===== src/rtl/fp_pkg.sv =====
// Shared FPU package: sequencer state encoding, default tick widths and field widths.
package fp_pkg;

  localparam int unsigned STATE_W = 3;
  localparam int unsigned TMR_W   = 4;
  localparam int unsigned PH_W    = 4;
  localparam int unsigned LP_W    = 2;

  localparam logic [STATE_W-1:0] ST_IDLE  = 3'd0;
  localparam logic [STATE_W-1:0] ST_START = 3'd1;
  localparam logic [STATE_W-1:0] ST_HOLD  = 3'd2;
  localparam logic [STATE_W-1:0] ST_S1    = 3'd3;
  localparam logic [STATE_W-1:0] ST_GAP   = 3'd4;
  localparam logic [STATE_W-1:0] ST_S2    = 3'd5;
  localparam logic [STATE_W-1:0] ST_KC    = 3'd6;
  localparam logic [STATE_W-1:0] ST_GOT   = 3'd7;

  typedef enum logic [STATE_W-1:0] {
    IDLE  = ST_IDLE,
    START = ST_START,
    HOLD  = ST_HOLD,
    S1    = ST_S1,
    GAP   = ST_GAP,
    S2    = ST_S2,
    KC    = ST_KC,
    GOT   = ST_GOT
  } fpsq_state_e;

  localparam int unsigned START_TICKS_DEF  = 2;
  localparam int unsigned STROB1_TICKS_DEF = 3;
  localparam int unsigned GAP_TICKS_DEF    = 1;
  localparam int unsigned STROB2_TICKS_DEF = 2;
  localparam int unsigned KC_TICKS_DEF     = 4;

  localparam logic [PH_W-1:0] PH_MAX = 4'd15;

endpackage


===== src/rtl/fpsq_if.sv =====
// CPU/datapath handshake bundle of the FPU sequencer.
interface fpsq_if;
  import fp_pkg::*;

  logic            efp;
  logic            puf;
  logic            mode;
  logic            step;
  logic            last;
  logic            loop_req;
  logic            start;
  logic            strob1;
  logic            strob2;
  logic [PH_W-1:0] ph;
  logic [LP_W-1:0] lp;
  logic            lp_ovf;
  logic            ekc;
  logic            got;
  logic            busy;

  modport master (
    output efp, puf, mode, step, last, loop_req,
    input  start, strob1, strob2, ph, lp, lp_ovf, ekc, got, busy
  );

  modport slave (
    input  efp, puf, mode, step, last, loop_req,
    output start, strob1, strob2, ph, lp, lp_ovf, ekc, got, busy
  );

endinterface


===== src/rtl/fpsq_tmr.sv =====
// Loadable down-counter timing each sequencer state; zero_c flags expiry.
module fpsq_tmr
  import fp_pkg::*;
(
  input  logic             clk,
  input  logic             rst,
  input  logic             load,
  input  logic [TMR_W-1:0] load_val,
  output logic             zero_c
);

  logic [TMR_W-1:0] cnt_q;

  always_ff @(posedge clk or posedge rst) begin
    if (rst) begin
      cnt_q <= '0;
    end else if (load) begin
      cnt_q <= load_val;
    end else if (cnt_q != '0) begin
      cnt_q <= cnt_q - 1'b1;
    end
  end

  assign zero_c = (cnt_q == '0);

endmodule


===== src/rtl/fpsq.sv =====
// FPU operation sequencer: start, two datapath strobes with loop control, completion and CPU handshake.
module fpsq
  import fp_pkg::*;
#(
  parameter int unsigned START_TICKS  = START_TICKS_DEF,
  parameter int unsigned STROB1_TICKS = STROB1_TICKS_DEF,
  parameter int unsigned GAP_TICKS    = GAP_TICKS_DEF,
  parameter int unsigned STROB2_TICKS = STROB2_TICKS_DEF,
  parameter int unsigned KC_TICKS     = KC_TICKS_DEF
) (
  input logic   __clk,
  input logic   reset,
  fpsq_if.slave bus
);

  // Timer holds N-1 on entry so a state lasts exactly N cycles.
  localparam logic [TMR_W-1:0] T_START = TMR_W'(START_TICKS - 1);
  localparam logic [TMR_W-1:0] T_S1    = TMR_W'(STROB1_TICKS - 1);
  localparam logic [TMR_W-1:0] T_GAP   = TMR_W'(GAP_TICKS - 1);
  localparam logic [TMR_W-1:0] T_S2    = TMR_W'(STROB2_TICKS - 1);
  localparam logic [TMR_W-1:0] T_KC    = TMR_W'(KC_TICKS - 1);

  fpsq_state_e     state_q, state_nx;
  logic [PH_W-1:0] ph_q, ph_nx;
  logic [LP_W-1:0] lp_q, lp_nx;
  logic            lp_ovf_q, lp_ovf_nx;
  logic            start_q, strob1_q, strob2_q, ekc_q, got_q, busy_q;
  logic            tmr_load;
  logic [TMR_W-1:0] tmr_val;
  logic            tmr_zero_c;
  logic            go_run;

  fpsq_tmr u_tmr (
    .clk      (__clk),
    .rst      (reset),
    .load     (tmr_load),
    .load_val (tmr_val),
    .zero_c   (tmr_zero_c)
  );

  always_ff @(posedge __clk or posedge reset) begin
    if (reset) begin
      state_q  <= IDLE;
      ph_q     <= '0;
      lp_q     <= '0;
      lp_ovf_q <= 1'b0;
      start_q  <= 1'b0;
      strob1_q <= 1'b0;
      strob2_q <= 1'b0;
      ekc_q    <= 1'b0;
      got_q    <= 1'b0;
      busy_q   <= 1'b0;
    end else begin
      state_q  <= state_nx;
      ph_q     <= ph_nx;
      lp_q     <= lp_nx;
      lp_ovf_q <= lp_ovf_nx;
      // Decoded from the next state so outputs track the state register.
      start_q  <= (state_nx == START);
      strob1_q <= (state_nx == S1);
      strob2_q <= (state_nx == S2);
      ekc_q    <= (state_nx == KC);
      got_q    <= (state_nx == GOT);
      busy_q   <= (state_nx != IDLE);
    end
  end

  always_comb begin
    state_nx  = state_q;
    ph_nx     = ph_q;
    lp_nx     = lp_q;
    lp_ovf_nx = lp_ovf_q;
    tmr_load  = 1'b0;
    tmr_val   = '0;
    go_run    = 1'b0;

    if (state_q != IDLE && bus.puf) begin
      state_nx = IDLE;
    end else begin
      case (state_q)
        IDLE: if (bus.efp && !bus.puf) begin
          state_nx  = START;
          tmr_load  = 1'b1;
          tmr_val   = T_START;
          ph_nx     = '0;
          lp_nx     = '0;
          lp_ovf_nx = 1'b0;
        end
        START: if (tmr_zero_c) go_run = 1'b1;
        HOLD:  if (bus.step) state_nx = S1;
        S1: if (tmr_zero_c) begin
          state_nx = GAP;
          tmr_load = 1'b1;
          tmr_val  = T_GAP;
        end
        GAP: if (tmr_zero_c) begin
          state_nx = S2;
          tmr_load = 1'b1;
          tmr_val  = T_S2;
        end
        S2: if (tmr_zero_c) begin
          if (bus.last) begin
            state_nx = KC;
            tmr_load = 1'b1;
            tmr_val  = T_KC;
          end else if (bus.loop_req) begin
            lp_nx = lp_q + 1'b1;
            if (lp_q == '1) begin
              lp_ovf_nx = 1'b1;
              state_nx  = KC;
              tmr_load  = 1'b1;
              tmr_val   = T_KC;
            end else begin
              go_run = 1'b1;
            end
          end else begin
            go_run = 1'b1;
          end
        end
        KC:  if (tmr_zero_c) state_nx = GOT;
        GOT: if (!bus.efp) state_nx = IDLE;
        default: state_nx = IDLE;
      endcase
      if (go_run) state_nx = bus.mode ? HOLD : S1;
    end

    // Every S1 entry counts a phase and arms the strobe-1 timer.
    if (state_nx == S1 && state_q != S1) begin
      tmr_load = 1'b1;
      tmr_val  = T_S1;
      if (ph_q != PH_MAX) ph_nx = ph_q + 1'b1;
    end
  end

  assign bus.start  = start_q;
  assign bus.strob1 = strob1_q;
  assign bus.strob2 = strob2_q;
  assign bus.ekc    = ekc_q;
  assign bus.got    = got_q;
  assign bus.busy   = busy_q;
  assign bus.ph     = ph_q;
  assign bus.lp     = lp_q;
  assign bus.lp_ovf = lp_ovf_q;

endmodule


===== src/flat_wrapper.sv =====
// flat-port wrapper written by rule: the top's interface ports become plain ports
module fpsq_flat import fp_pkg::*;
#(
  parameter int unsigned START_TICKS  = START_TICKS_DEF,
  parameter int unsigned STROB1_TICKS = STROB1_TICKS_DEF,
  parameter int unsigned GAP_TICKS    = GAP_TICKS_DEF,
  parameter int unsigned STROB2_TICKS = STROB2_TICKS_DEF,
  parameter int unsigned KC_TICKS     = KC_TICKS_DEF
)
  (__clk, reset, bus_efp, bus_puf, bus_mode, bus_step, bus_last, bus_loop_req, bus_start, bus_strob1, bus_strob2, bus_ph, bus_lp, bus_lp_ovf, bus_ekc, bus_got, bus_busy);
  fpsq_if bus_i ();
  input logic __clk;
  input logic reset;
  input wire logic [$bits(bus_i.efp)-1:0] bus_efp;
  input wire logic [$bits(bus_i.puf)-1:0] bus_puf;
  input wire logic [$bits(bus_i.mode)-1:0] bus_mode;
  input wire logic [$bits(bus_i.step)-1:0] bus_step;
  input wire logic [$bits(bus_i.last)-1:0] bus_last;
  input wire logic [$bits(bus_i.loop_req)-1:0] bus_loop_req;
  output wire logic [$bits(bus_i.start)-1:0] bus_start;
  output wire logic [$bits(bus_i.strob1)-1:0] bus_strob1;
  output wire logic [$bits(bus_i.strob2)-1:0] bus_strob2;
  output wire logic [$bits(bus_i.ph)-1:0] bus_ph;
  output wire logic [$bits(bus_i.lp)-1:0] bus_lp;
  output wire logic [$bits(bus_i.lp_ovf)-1:0] bus_lp_ovf;
  output wire logic [$bits(bus_i.ekc)-1:0] bus_ekc;
  output wire logic [$bits(bus_i.got)-1:0] bus_got;
  output wire logic [$bits(bus_i.busy)-1:0] bus_busy;
  assign bus_i.efp = bus_efp;
  assign bus_i.puf = bus_puf;
  assign bus_i.mode = bus_mode;
  assign bus_i.step = bus_step;
  assign bus_i.last = bus_last;
  assign bus_i.loop_req = bus_loop_req;
  assign bus_start = bus_i.start;
  assign bus_strob1 = bus_i.strob1;
  assign bus_strob2 = bus_i.strob2;
  assign bus_ph = bus_i.ph;
  assign bus_lp = bus_i.lp;
  assign bus_lp_ovf = bus_i.lp_ovf;
  assign bus_ekc = bus_i.ekc;
  assign bus_got = bus_i.got;
  assign bus_busy = bus_i.busy;
  fpsq #(.START_TICKS(START_TICKS), .STROB1_TICKS(STROB1_TICKS), .GAP_TICKS(GAP_TICKS), .STROB2_TICKS(STROB2_TICKS), .KC_TICKS(KC_TICKS)) u_core (.__clk(__clk), .reset(reset), .bus(bus_i));
endmodule

===== config.mk =====
export PLATFORM = sky130hd
export DESIGN_NAME = fpsq_flat
export DESIGN_NICKNAME = d
export VERILOG_FILES = /design/src/rtl/fp_pkg.sv /design/src/rtl/fpsq_if.sv /design/src/rtl/fpsq_tmr.sv /design/src/rtl/fpsq.sv /design/src/flat_wrapper.sv
export SDC_FILE = /design/constraint.sdc
export NUM_CORES = 1
export LEC_CHECK = 0
export CAP_MARGIN = 20
export CORE_MARGIN = 2
export CORE_UTILIZATION = 43
export DETAILED_ROUTE_END_ITERATION = 16
export PLACE_DENSITY = 0.7
export SETUP_SLACK_MARGIN = 0.02
export SYNTH_ARGS = -nofsm -noshare
export SYNTH_HDL_FRONTEND = slang
export SYNTH_HIERARCHICAL = 1
export SYNTH_SLANG_ARGS = --single-unit
export TNS_END_PERCENT = 5

===== constraint.sdc =====
create_clock -name __clk -period 6.7 [get_ports __clk]
set_clock_uncertainty 0.05 [all_clocks]
set_input_delay 0.67 -clock __clk [delete_from_list [all_inputs] [get_ports __clk]]
set_output_delay 0.67 -clock __clk [all_outputs]
set_load 0.02 [all_outputs]

# Yosys cells after proc, flatten, opt, wreduce, memory -nomap -nowiden
# Cells that the tools add are included.
[word_totals] register_bits=20 latch_bits=0 ramBits=0 rom_bits=0 wordCells=105 mem_count=0
[classes] add_sub_neg=3 n_mul=0 div_mod_pow=0 magnitude_cmp=0 eq_ne=20 n_shift=0 muxes=56 bitwise=1 reduce_logical=14
[op_table] operator="$mux 4" n=12
[op_table] operator="$mux 3" n=12
[op_table] operator="$eq 3x3->1 const B" n=7
[op_table] operator="$mux 1" n=21
[op_table] operator="$pmux 3 s7" n=1
[op_table] operator="$pmux 4 s3" n=1
[op_table] operator="$mux 2" n=5
[op_table] operator="$eq 3x2->1 const B" n=3
[op_table] operator="$reduce_and 7->1" n=1
[op_table] operator="$eq 3x1->1 const B" n=2
[op_table] operator="$ne 2x1->1 const B" n=3
[op_table] operator="$reduce_and 6->1" n=1
[op_table] operator="$reduce_bool 3->1" n=2
[op_table] operator="$add 4x1->4 const B" n=1
[op_table] operator="$logic_not 4->1" n=1
[op_table] operator="$ne 2x2->1 const B" n=2
[op_table] operator="$ne 4x4->1 const B" n=1
[op_table] operator="$pmux 1 s2" n=2
[op_table] operator="$pmux 2 s2" n=1
[op_table] operator="$reduce_bool 2->1" n=2
[op_table] operator="$reduce_bool 4->1" n=1
[op_table] operator="$sub 4x1->4 const B" n=1
[op_table] operator="$logic_and 1x1->1" n=3
[op_table] operator="$logic_not 3->1" n=1
[op_table] operator="7 further kinds" n=7

# Depth between registers and ports, before layout
# Gate-level depths: netlist of run 1.
[logic_depth] depth_word=13 ltp_mapped=11

# Modules after synthesis
# The synthesis of run 1 kept the hierarchy.
[modules_own_cells] module="fpsq" n_inst=1 cells_per_inst=100 area_each_um2=930.9 seq_area_each_um2=400.4
[modules_own_cells] module="fpsq_tmr" n_inst=1 cells_per_inst=23 area_each_um2=236.5 seq_area_each_um2=100.1

# Worst setup path after synthesis of run 1
# Ideal clock, no wire load.
[synth_path] path_type="flip-flop to flip-flop" from="register u_core.lp_q[0], in the netlist u_core/bus.lp[0]" to="register u_core.u_tmr.cnt_q[3]" arrival_time_ps=2496 required_time_ps=6524 path_slack_ps=4028 path_stages_with_launch=10 n_path_buf=1 period_less_slack_ps=2672 path_cell_list="dfrtp_1 > ha_1 > a21o_1 > a311oi_1 > a2111oi_4 > or2_2 > o22ai_1 > clkbuf_1 > nor3_1 > a221o_1"
[synth_via] elab_chain_cells=13
[synth_lines] item="from (decl)" line="fpsq.sv:25" rtl="logic [LP_W-1:0] lp_q, lp_nx;"
[synth_lines] item="from (signal assigned)" line="fpsq.sv:56" rtl="lp_q <= lp_nx;"
[synth_lines] item="$eq 2x2->1 *" line="fpsq.sv:108" rtl="if (lp_q == '1) begin"
[synth_lines] item="$mux 1" line="fpsq.sv:108"
[synth_lines] item="$mux 1" line="fpsq.sv:106" rtl="end else if (bus.loop_req) begin"
[synth_lines] item="$mux 1" line="fpsq.sv:102" rtl="if (bus.last) begin"
[synth_lines] item="$mux 1" line="fpsq.sv:101" rtl="S2: if (tmr_zero_c) begin"
[synth_lines] item="$pmux 1 s2" line="fpsq.sv:80" rtl="case (state_q)"
[synth_lines] item="$mux 1" line="fpsq.sv:77" rtl="if (state_q != IDLE && bus.puf) begin"
[synth_lines] item="$mux 3" line="fpsq.sv:124" rtl="if (go_run) state_nx = bus.mode ? HOLD : S1;"
[synth_lines] item="$mux 3" line="fpsq.sv:77"
[synth_lines] item="$eq 3x2->1" line="fpsq.sv:128" rtl="if (state_nx == S1 && state_q != S1) begin"
[synth_lines] item="$logic_and 1x1->1" line="fpsq.sv:128"
[synth_lines] item="$mux 1 *" line="fpsq.sv:128"
[synth_lines] item="named net u_core.tmr_load" line="fpsq.sv:28" rtl="logic tmr_load;"
[synth_lines] item="$mux 4 or $reduce_bool 2->1 (tied branches)"
[synth_lines] item="to (signal assigned)" line="fpsq_tmr.sv:18" rtl="cnt_q <= load_val;"
[synth_lines] item="to (signal assigned)" line="fpsq_tmr.sv:20" rtl="cnt_q <= cnt_q - 1'b1;"
[synth_lines] item="to (decl)" line="fpsq_tmr.sv:12" rtl="logic [TMR_W-1:0] cnt_q;"
# Mark *: on every way through the listed nets, which the timed path passes. The rest lies on a longest branch. The select of a mux whose other input is x is not followed.
# A chain may end at the register's enable or synchronous reset.

# Worst setup path after layout of run 1
[layout_path] from="register u_core.u_tmr.cnt_q[0]" to="register u_core.u_tmr.cnt_q[3]"
[layout_via] elab_chain_cells=10
[layout_lines] item="$logic_not 4->1 *" line="fpsq_tmr.sv:24" rtl="assign zero_c = (cnt_q == '0);"
[layout_lines] item="named net u_core.tmr_zero_c" line="fpsq.sv:30" rtl="logic tmr_zero_c;"
[layout_lines] item="$mux 1 (on tied branches)"
[layout_lines] item="$pmux 1 s2" line="fpsq.sv:80"
[layout_lines] item="$mux 1" line="fpsq.sv:77"
[layout_lines] item="$mux 3" line="fpsq.sv:124"
[layout_lines] item="$mux 3" line="fpsq.sv:77"
[layout_lines] item="$eq 3x2->1" line="fpsq.sv:128"
[layout_lines] item="$logic_and 1x1->1" line="fpsq.sv:128"
[layout_lines] item="$mux 1 *" line="fpsq.sv:128"
[layout_lines] item="named net u_core.tmr_load" line="fpsq.sv:28"
[layout_lines] item="$mux 4 or $reduce_bool 2->1 (tied branches)"
# Marked as above.

==> results of run 1 <==
==> power by group through the flow <==
stage / Sequential (mW) / Clock (mW) / Combinational [mW]
floorplan: 0.188 / 0 / 0.170
global placement: 0.186 / 0 / 0.230
detailed placement: 0.187 / 0 / 0.235
CTS: 0.184 / 0.104 / 0.236
global route: 0.190 / 0.109 / 0.259
finish: 0.185 / 0.100 / 0.235
==> stage by stage <==
| stage | total power, mW | std cells | hold WS [ns] | setup slack, ns |
|---|---|---|---|---|
| final | 0.520 | 174 | 0.469 | 3.73 |
| after global routing | 0.557 | 174 | 0.498 | 3.53 |
| after CTS | 0.524 | 174 | 0.474 | 3.73 |
| after detailed placement | 0.422 | 170 | 0.441 | 3.46 |
| after global placement | 0.416 | 170 | 0.430 | 3.51 |
| after floorplan | 0.358 | 124 | 0.386 | 4.03 |
==> layout make-up <==
class	count	area (sq um)	share of cell area, %
clock buffer	3	22.5	1.56
clock inverter	1	30.0	2.08
inverter	11	41.3	2.86
sequential	20	500	34.7
multi-input combinational	89	611	42.3
tap	30	37.5	2.60
timing repair buffer	20	200	13.9
==> worst max-delay path by stage <==
stage | end | slack (ns)
after floorplan | u_core/u_tmr/cnt_q[3] | 4.03
after global placement | u_core/u_tmr/cnt_q[3] | 3.51
after detailed placement | u_core/u_tmr/cnt_q[3] | 3.46
after CTS | u_core/u_tmr/cnt_q[3] | 3.73
after global routing | u_core/u_tmr/cnt_q[3] | 3.53
final | u_core/u_tmr/cnt_q[3] | 3.73
==> cell usage in the layout (no fill, tap or decap), drive strengths merged, types with 2 or more instances in the layout <==
cell / n
nor3: 3
ha: 3
conb: 2
inv: 11
nor4: 3
clkdlybuf4s50: 20
nand2: 14
xnor2: 2
nor3b: 2
nand3: 3
mux2: 3
a21o: 2
nor2: 6
mux2i: 4
and3: 5
dfrtp: 20
clkbuf: 3
o32ai: 3
o21a: 3
o21ai: 6
a21oi: 7
==> state kept, by name, indices dropped and copies added, names as in the netlist <==
signal / cells
u_core/bus.ph: 4
u_core/u_tmr/cnt_q: 4
u_core/state_q: 3
u_core/bus.lp: 2
u_core/bus.busy: 1
u_core/bus.ekc: 1
u_core/bus.got: 1
u_core/bus.lp_ovf: 1
u_core/bus.start: 1
u_core/bus.strob1: 1
u_core/bus.strob2: 1
==> worst max-delay path, delay by kind of cell, from the launching register on <==
kind            cells  cell delay [ns]
compound gates      3             0.87
flops               1             0.40
buf+inv             1             0.09
fa+ha+maj           1             0.21
simple gates        5             1.25
==> routing by layer <==
metal / wire length (um) / vias up / part of all wire (%)
met5: 0 / - / 0
met4: 39 / 0 / 1.5
met3: 198 / 5 / 7.8
met2: 1120 / 46 / 44
met1: 1180 / 495 / 47
li1: - / 483 / -
==> kinds of logic after synthesis <==
| family | share of synthesized area (%) |
|---|---|
| DFF | 42.9 |
| and+or+nand+nor | 19.6 |
| AOI/OAI and AO/OA | 20.3 |
| other | 0.321 |
| xor gates and xnor gates | 2.25 |
| buffers and inverters | 5.14 |
| muxes | 6.32 |
| adders and majority gates | 3.22 |
==> flow_summary.json, run 1 <==
{
  "tightest_slew_ns": 0.633,
  "power.density_nw_per_um2": 361,
  "path_class": "flop to flop",
  "synth_cell_types": 42,
  "cts_root_buf": "clkbuf_4",
  "clock_power_share_pct": 19.3,
  "ys_top_cells_by_area": "dfrtp_1 43%, nand2_1 4.5%, mux2i_1 3.4%",
  "crit_chain": "inv_1, ha_1, nor3b_4, nand2_1, nor2_1, a2111oi_4, or2_2, o22ai_1, nor3_1, a221o_1",
  "worstPathArrival_ns": 3.13,
  "antenna_cells": 0,
  "path_max_fanout": 9,
  "grt_pass1_vias": 939,
  "synth_area_sq_um": 1170,
  "postLayoutCoreUtil_pct": 57.2,
  "crit_required_ns": 6.86,
  "cts_buffers": 3,
  "async_flop_share_pct": 100,
  "nets": 156,
  "switching_share_pct": 38.6,
  "grt_max_degree": 17,
  "core_sq_um": 2520,
  "max-vdd-ir-drop_v": 0.000258,
  "critPathSlowestCell": "nor3b_4",
  "fillers": 228,
  "rsz0062_at_grt": "false",
  "cts_tree": "built",
  "timing.rr.end": "u_core/u_tmr/cnt_q[3]",
  "grt.met3_usage_pct": 4.65,
  "antenna_found_initial": 0,
  "finalCriticalPeriod_ns": 2.97,
  "drc": 0,
  "hold_path_depth": 1,
  "grt_busiest_layer": "met2",
  "yosysWarnings": 6,
  "min_to": "u_core/bus.lp_ovf",
  "worstHoldStart": "u_core/bus.lp_ovf",
  "use_met1_pct": 25.3,
  "yosysSeqAreaShare_pct": 42.9,
  "ctsResizeCount": 0,
  "cp-start-kind": "flop",
  "dpl_cell_area_sq_um": 1390,
  "num_vias": 1029,
  "fin_area_sq_um": 1440,
  "startpoint": "u_core/u_tmr/cnt_q[0]",
  "clock.fmax_ghz": 0.337,
  "min_path_type": "flop to flop",
  "synth_edf_count": 0,
  "syn2layout_area_growth_pct": 23.6,
  "clk_latency_ns": 0.31,
  "crit_path_max_incr_delay_ns": 0.46,
  "port_buffers": 20,
  "die_w_um": 56.1,
  "cts_htree_levels": 1,
  "hold_buffers": 0,
  "slew_viol_final": 0,
  "pin_count": 21,
  "yosysMostFrequentCell": "dfrtp_1",
  "seqPwrFrac_pct": 35.5,
  "cp-end-kind": "flop",
  "cts.sinks": 20,
  "routed_wl_um": 2530,
  "leakage_nw": 0.610,
  "synth_common_cells": "20 x dfrtp_1, 14 x nand2_1, 8 x inv_1",
  "combinationalPowerShare_pct": 45.2,
  "slew_headroom_pct": 57.8,
  "ant_nets": 0,
  "synth.avg_cell_area_sq_um": 9.49,
  "cts_setup_buffers": 0,
  "track_usage_pct": 17.9,
  "finalSetupViolCount": 0,
  "synth_top_area_cell": "dfrtp_1",
  "die_y_um": 56.1,
  "synth-seq-cells": 20,
  "grt_use_met2_pct": 25.5,
  "r2r_cells": 10,
  "status": "completed",
  "tns_ns": 0,
  "viasPerCell": 5.91,
  "clkTransAtPathRegs_ns": 0.12,
  "firstDrtPassIters": 4,
  "wl_per_cell_um": 14.6,
  "drt-initial-drc-count": 39,
  "syn-instance-count": 123,
  "internal_power_uw": 319,
  "overflow": 0,
  "r2r_start": "u_core/u_tmr/cnt_q[0]",
  "dp_hpwl_um": 1830,
  "yosysTopAreaCellShare_pct": 42.9,
  "min_period_over_period_pct": 44.3,
  "layout-drive-gt1-share_pct": 10.4,
  "initial_core_util_pct": 46.3,
  "place.gp.congestion": 0.862,
  "hold_viol_final": 0,
  "die_area_sq_um": 3150,
  "grt_first_pass_wirelength_um": 4360,
  "r2r_slack_ns": 3.73,
  "synth_ff_type": "dfrtp_1",
  "cts_buffer_depth": 2,
  "max_cap_violations": 0,
  "switchingPower_uw": 201,
  "num_rows": 18
}
Note: power is estimated with default switching activity, not from simulation.
==> run 2, diff against run 1 <==
--- a/config.mk
+++ b/config.mk
@@ -9,7 +9,7 @@
 export CORE_MARGIN = 2
 export CORE_UTILIZATION = 43
 export DETAILED_ROUTE_END_ITERATION = 16
-export PLACE_DENSITY = 0.7
+export PLACE_DENSITY = 0.73
 export SETUP_SLACK_MARGIN = 0.02
 export SYNTH_ARGS = -nofsm -noshare
 export SYNTH_HDL_FRONTEND = slang
==> constraint.sdc (replaced) <==
create_clock -name __clk -period 2.7 [get_ports __clk]
set_clock_uncertainty 0.05 [all_clocks]
set_input_delay 0.27 -clock __clk [delete_from_list [all_inputs] [get_ports __clk]]
set_output_delay 0.27 -clock __clk [all_outputs]
set_load 0.02 [all_outputs]
==> flow_summary.json, run 2 (same netlist as run 1, synthesis figures left out) <==
{
  "clock_power_share_pct": 17.2,
  "power.density_nw_per_um2": 901,
  "place.gp.congestion": 0.900,
  "switchingPower_uw": 515,
  "initial_core_util_pct": 46.3,
  "die_area_sq_um": 3150,
  "antenna_cells": 0,
  "max-vdd-ir-drop_v": 0.000701,
  "seqPwrFrac_pct": 32.4,
  "cts.sinks": 20,
  "max_cap_violations": 0,
  "cp-end-kind": "flop",
  "overflow": 0,
  "pin_count": 21,
  "cts_htree_levels": 1,
  "clock.fmax_ghz": 0.393,
  "finalSetupViolCount": 0,
  "drc": 0,
  "firstDrtPassIters": 4,
  "internal_power_uw": 892,
  "grt_pass1_vias": 1011,
  "grt_max_degree": 17,
  "viasPerCell": 5.43,
  "power_mw": 1.41,
  "num_vias": 1015,
  "track_usage_pct": 17.9,
  "finalCriticalPeriod_ns": 2.54,
  "tightest_slew_ns": 0.631,
  "tns_ns": 0,
  "status": "completed",
  "min_path_type": "input port to asynchronous set/reset pin",
  "cts_buffers": 3,
  "layout_common_cells": "20 x clkdlybuf4s50_1, 20 x dfrtp_1, 14 x nand2_1",
  "min_period_over_period_pct": 94.1,
  "num_rows": 18,
  "slew_headroom_pct": 57.9,
  "grt_first_pass_wirelength_um": 4510,
  "switching_share_pct": 36.6,
  "final.setup.worst_slack_ns": 0.158,
  "layout-drive-gt1-share_pct": 21.0,
  "hold_viol_final": 0,
  "slew_viol_final": 0,
  "die_y_um": 56.1,
  "path_class": "flop to flop",
  "clkTransAtPathRegs_ns": 0.12,
  "clk_latency_ns": 0.30,
  "leakage_nw": 0.677,
  "antenna_found_initial": 0,
  "cts_root_buf": "clkbuf_4",
  "dp_hpwl_um": 1920,
  "wl_per_cell_um": 13.7,
  "nets": 169,
  "combinationalPowerShare_pct": 50.3,
  "rsz0062_at_grt": "false",
  "routed_wl_um": 2560,
  "cp-start-kind": "flop",
  "path_max_fanout": 6,
  "worstPathArrival_ns": 2.68,
  "cts_tree": "built",
  "die_w_um": 56.1,
  "syn2layout_area_growth_pct": 33.8,
  "place_ws_ns": -0.0185,
  "crit_required_ns": 2.84,
  "drt-initial-drc-count": 24,
  "port_buffers": 20,
  "ant_nets": 0,
  "core_sq_um": 2520,
  "cts_buffer_depth": 2
}
[run 2: area by class of cell]
| cell class | count | area [sq um] |
|---|---|---|
| timing repair buffer | 33 | 298 |
| clock inverter | 1 | 30.0 |
| clock buffer | 3 | 22.5 |
| fill | 217 | 961 |
| inverter | 11 | 41.3 |
| sequential | 20 | 500 |
| tap | 30 | 37.5 |
| multi-input combinational | 89 | 632 |
[run 2: what timing repair did]
action,in CTS,in global routing
pin swaps,0,2
hold buffers,0,0
setup buffers,2,1
setup endpoints to repair,3,6
hold endpoints to repair,0,0
gates resized for setup,1,5
[run 2: worst max-delay path, cell delays in order (launching register included)]
cell	delay [ns]
dfrtp_1	0.39
inv_1	0.09
ha_2	0.21
nor3b_4	0.29
inv_2	0.07
mux2_2	0.29
a2111oi_4	0.32
or2_4	0.18
buf_4	0.12
inv_2	0.05
or3_1	0.36
[run 2: per-stage QoR]
step	instances	cell area [sq um]	util, %	hold WS [ns]
finish	187	1560	61.9	0.125
global route	187	1560	61.9	0.139
CTS	186	1540	61.0	0.118
detailed placement	180	1470	58.1	0.433
floorplan	124	1170	-	-0.0139
global placement	180	1470	58.1	0.428
[run 2: path summary, 6_finish.rpt]
check                                      startpoint               endpoint  slack, ns  cells after the start
max in group asynchronous                       reset       u_core/bus.ph[3]       1.87                      2
worst min register to register      u_core/bus.lp_ovf      u_core/bus.lp_ovf       0.46                      1
worst max register to register  u_core/u_tmr/cnt_q[0]        u_core/bus.busy       0.16                     10
worst max-delay path            u_core/u_tmr/cnt_q[0]        u_core/bus.busy       0.16                     10
min in group __clk                  u_core/bus.lp_ovf      u_core/bus.lp_ovf       0.46                      1
worst min-delay path                            reset  u_core/u_tmr/cnt_q[2]       0.13                      2
[run 2: power by group through the flow]
stage / registers, mW / clock network (mW) / logic, mW
finish: 0.456 / 0.242 / 0.708
floorplan: 0.467 / 0 / 0.421
global route: 0.468 / 0.262 / 0.778
global placement: 0.457 / 0 / 0.640
CTS: 0.454 / 0.251 / 0.687
detailed placement: 0.460 / 0 / 0.660
[run 2: metal layers]
layer / wire length [um] / part of all wire [%] / vias to the layer above / GRT usage, %
met3: 195 / 7.6 / 2 / 4.65
met5: 0 / 0 / - / 0
met2: 1200 / 47 / 35 / 27.9
met4: 21 / 0.82 / 0 / 6.12
met1: 1150 / 45 / 470 / 23.9
li1: - / - / 508 / -
==> run 3, diff against run 2 <==
--- a/config.mk
+++ b/config.mk
@@ -11,6 +11,7 @@
 export DETAILED_ROUTE_END_ITERATION = 16
 export PLACE_DENSITY = 0.73
 export SETUP_SLACK_MARGIN = 0.02
+export SLEW_MARGIN = 5
 export SYNTH_ARGS = -nofsm -noshare
 export SYNTH_HDL_FRONTEND = slang
 export SYNTH_HIERARCHICAL = 1
==> constraint.sdc (replaced) <==
create_clock -name __clk -period 2.7 [get_ports __clk]
set_clock_uncertainty 0.05 [all_clocks]
set_input_delay 0.405 -clock __clk [delete_from_list [all_inputs] [get_ports __clk]]
set_output_delay 0.405 -clock __clk [all_outputs]
set_load 0.02 [all_outputs]
==> flow_summary.json, run 3 (same netlist as run 1, synthesis figures left out) <==
{
  "status": "completed",
  "slew_viol_final": 0,
  "min_path_type": "input port to asynchronous set/reset pin",
  "core_sq_um": 2520,
  "switching_share_pct": 37.2,
  "layout_common_cells": "20 x clkdlybuf4s50_1, 20 x dfrtp_1, 18 x buf_4",
  "cts_tree": "built",
  "path_common_cell": "buf_4",
  "worstPathArrival_ns": 2.77,
  "cp-end-kind": "flop",
  "final.setup.worst_slack_ns": 0.0851,
  "routed_wl_um": 2870,
  "multiInputGateArea_sq_um": 631,
  "die_w_um": 56.1,
  "slew_headroom_pct": 58.5,
  "dpl_cell_area_sq_um": 1500,
  "track_usage_pct": 18.9,
  "layout-drive-gt1-share_pct": 22.8,
  "timing.rr.end": "u_core/u_tmr/cnt_q[3]",
  "die_y_um": 56.1,
  "fin_area_sq_um": 1600,
  "max_cap_violations": 0,
  "crit_required_ns": 2.85,
  "holdWs_ns": 0.255,
  "num_vias": 1076,
  "grt_max_degree": 17,
  "wl_per_cell_um": 14.9,
  "pin_count": 21,
  "crit_path_max_incr_delay_ns": 0.39,
  "fillers": 234,
  "drc": 0,
  "max-vdd-ir-drop_v": 0.000555,
  "dp_hpwl_um": 2130,
  "grt_pass1_vias": 1079,
  "die_area_sq_um": 3150,
  "min_period_over_period_pct": 96.8,
  "place_ws_ns": -0.0382,
  "critPathSlowestCell": "dfrtp_1",
  "cp_top_family": "compound AO/OA/AOI/OAI gates",
  "clk_latency_ns": 0.30,
  "hold_viol_final": 0,
  "finalCriticalPeriod_ns": 2.61,
  "cts_buffers": 3,
  "switchingPower_uw": 549,
  "nets": 174,
  "finalSetupViolCount": 0,
  "seqPwrFrac_pct": 31.3,
  "tns_ns": 0,
  "tightest_slew_ns": 0.622,
  "ant_nets": 0,
  "clock_power_share_pct": 16.9,
  "viasPerCell": 5.60,
  "cts_buffer_depth": 2,
  "leakage_nw": 0.701,
  "crit_chain": "inv_1, ha_2, nor3b_4, buf_4, a311oi_1, buf_4, a2111oi_4, or2_4, o22ai_1, buf_4, nor3_1, a221o_1",
  "r2r_cells": 12,
  "hold_buffers": 0,
  "antenna_found_initial": 0,
  "overflow": 0,
  "power.density_nw_per_um2": 925,
  "clkTransAtPathRegs_ns": 0.12,
  "drt-initial-drc-count": 40,
  "cts_htree_levels": 1,
  "cp-start-kind": "flop",
  "combinationalPowerShare_pct": 51.8,
  "antenna_cells": 0,
  "initial_core_util_pct": 46.3,
  "path_max_fanout": 6,
  "port_buffers": 20,
  "cts.sinks": 20,
  "internal_power_uw": 929,
  "num_rows": 18,
  "place.gp.congestion": 0.897,
  "cp_num_buf_inv": 4,
  "r2r_slack_ns": 0.09,
  "seq_area_sq_um": 500,
  "path_class": "flop to flop",
  "cts_root_buf": "clkbuf_4",
  "grt_first_pass_wirelength_um": 4790,
  "r2r_start": "u_core/u_tmr/cnt_q[1]",
  "syn2layout_area_growth_pct": 36.9,
  "firstDrtPassIters": 4,
  "clock.fmax_ghz": 0.382
}
## run 3: changes by cell type in the layout (fill, tap and decap cells not counted), sizes merged
cell / delta
buf: +5
## run 3: what timing repair did
item / in CTS / in global routing
resized for setup: 0 / 6
setup endpoints to repair: 0 / 7
setup buffers: 0 / 4
## run 3: how the worst max path moves through the flow
stage / slack, ns / from / end / depth (start not counted)
6_report: 0.09 / u_core/u_tmr/cnt_q[1] / u_core/u_tmr/cnt_q[3] / 12
5_1_grt: -0.0009 / u_core/u_tmr/cnt_q[0] / u_core/u_tmr/cnt_q[3] / 12
4_1_cts: 0.06 / u_core/u_tmr/cnt_q[1] / u_core/u_tmr/cnt_q[3] / 11
3_5_place_dp: -0.04 / bus_loop_req / u_core/u_tmr/cnt_q[3] / 10
3_3_place_gp: 0.02 / bus_loop_req / u_core/u_tmr/cnt_q[3] / 10
2_1_floorplan: 0.03 / u_core/bus.lp[0] / u_core/u_tmr/cnt_q[3] / 9
## run 3: worst register-to-register path, cell delays in order (launching register included)
cell       delay (ns)
dfrtp_1          0.39
inv_1            0.07
ha_2             0.19
nor3b_4          0.16
buf_4            0.15
a311oi_1         0.30
buf_4            0.18
a2111oi_4        0.04
or2_4            0.28
o22ai_1          0.16
buf_4            0.17
nor3_1           0.05
a221o_1          0.32
## run 3: power groups by stage
stage	clock network, mW	registers [mW]	logic (mW)
final	0.250	0.462	0.766
after global routing	0.262	0.476	0.829
after CTS	0.253	0.459	0.705
after detailed placement	0	0.467	0.699
after global placement	0	0.457	0.672
after floorplan	0	0.467	0.421
## run 3: layout make-up
type	count	share of cell area, %
clock buffer	3	1.41
inverter	11	2.58
clock inverter	1	1.88
sequential	20	31.3
timing repair buffer	38	21.0
multi-input combinational	89	39.5
tap	30	2.35
## run 3: metal layers
metal	part of all wire, %	GRT usage (%)
met5	0	0
met4	0.56	6.12
met3	5.8	3.95
met2	48	31.1
met1	45	24.7
## run 3: metrics by stage
stage,instances,utilization (%),power (mW)
detailed placement,184,59.3,1.17
finish,192,63.3,1.48
floorplan,124,-,0.888
global route,192,63.3,1.57
global placement,184,59.3,1.13
CTS,188,61.4,1.42
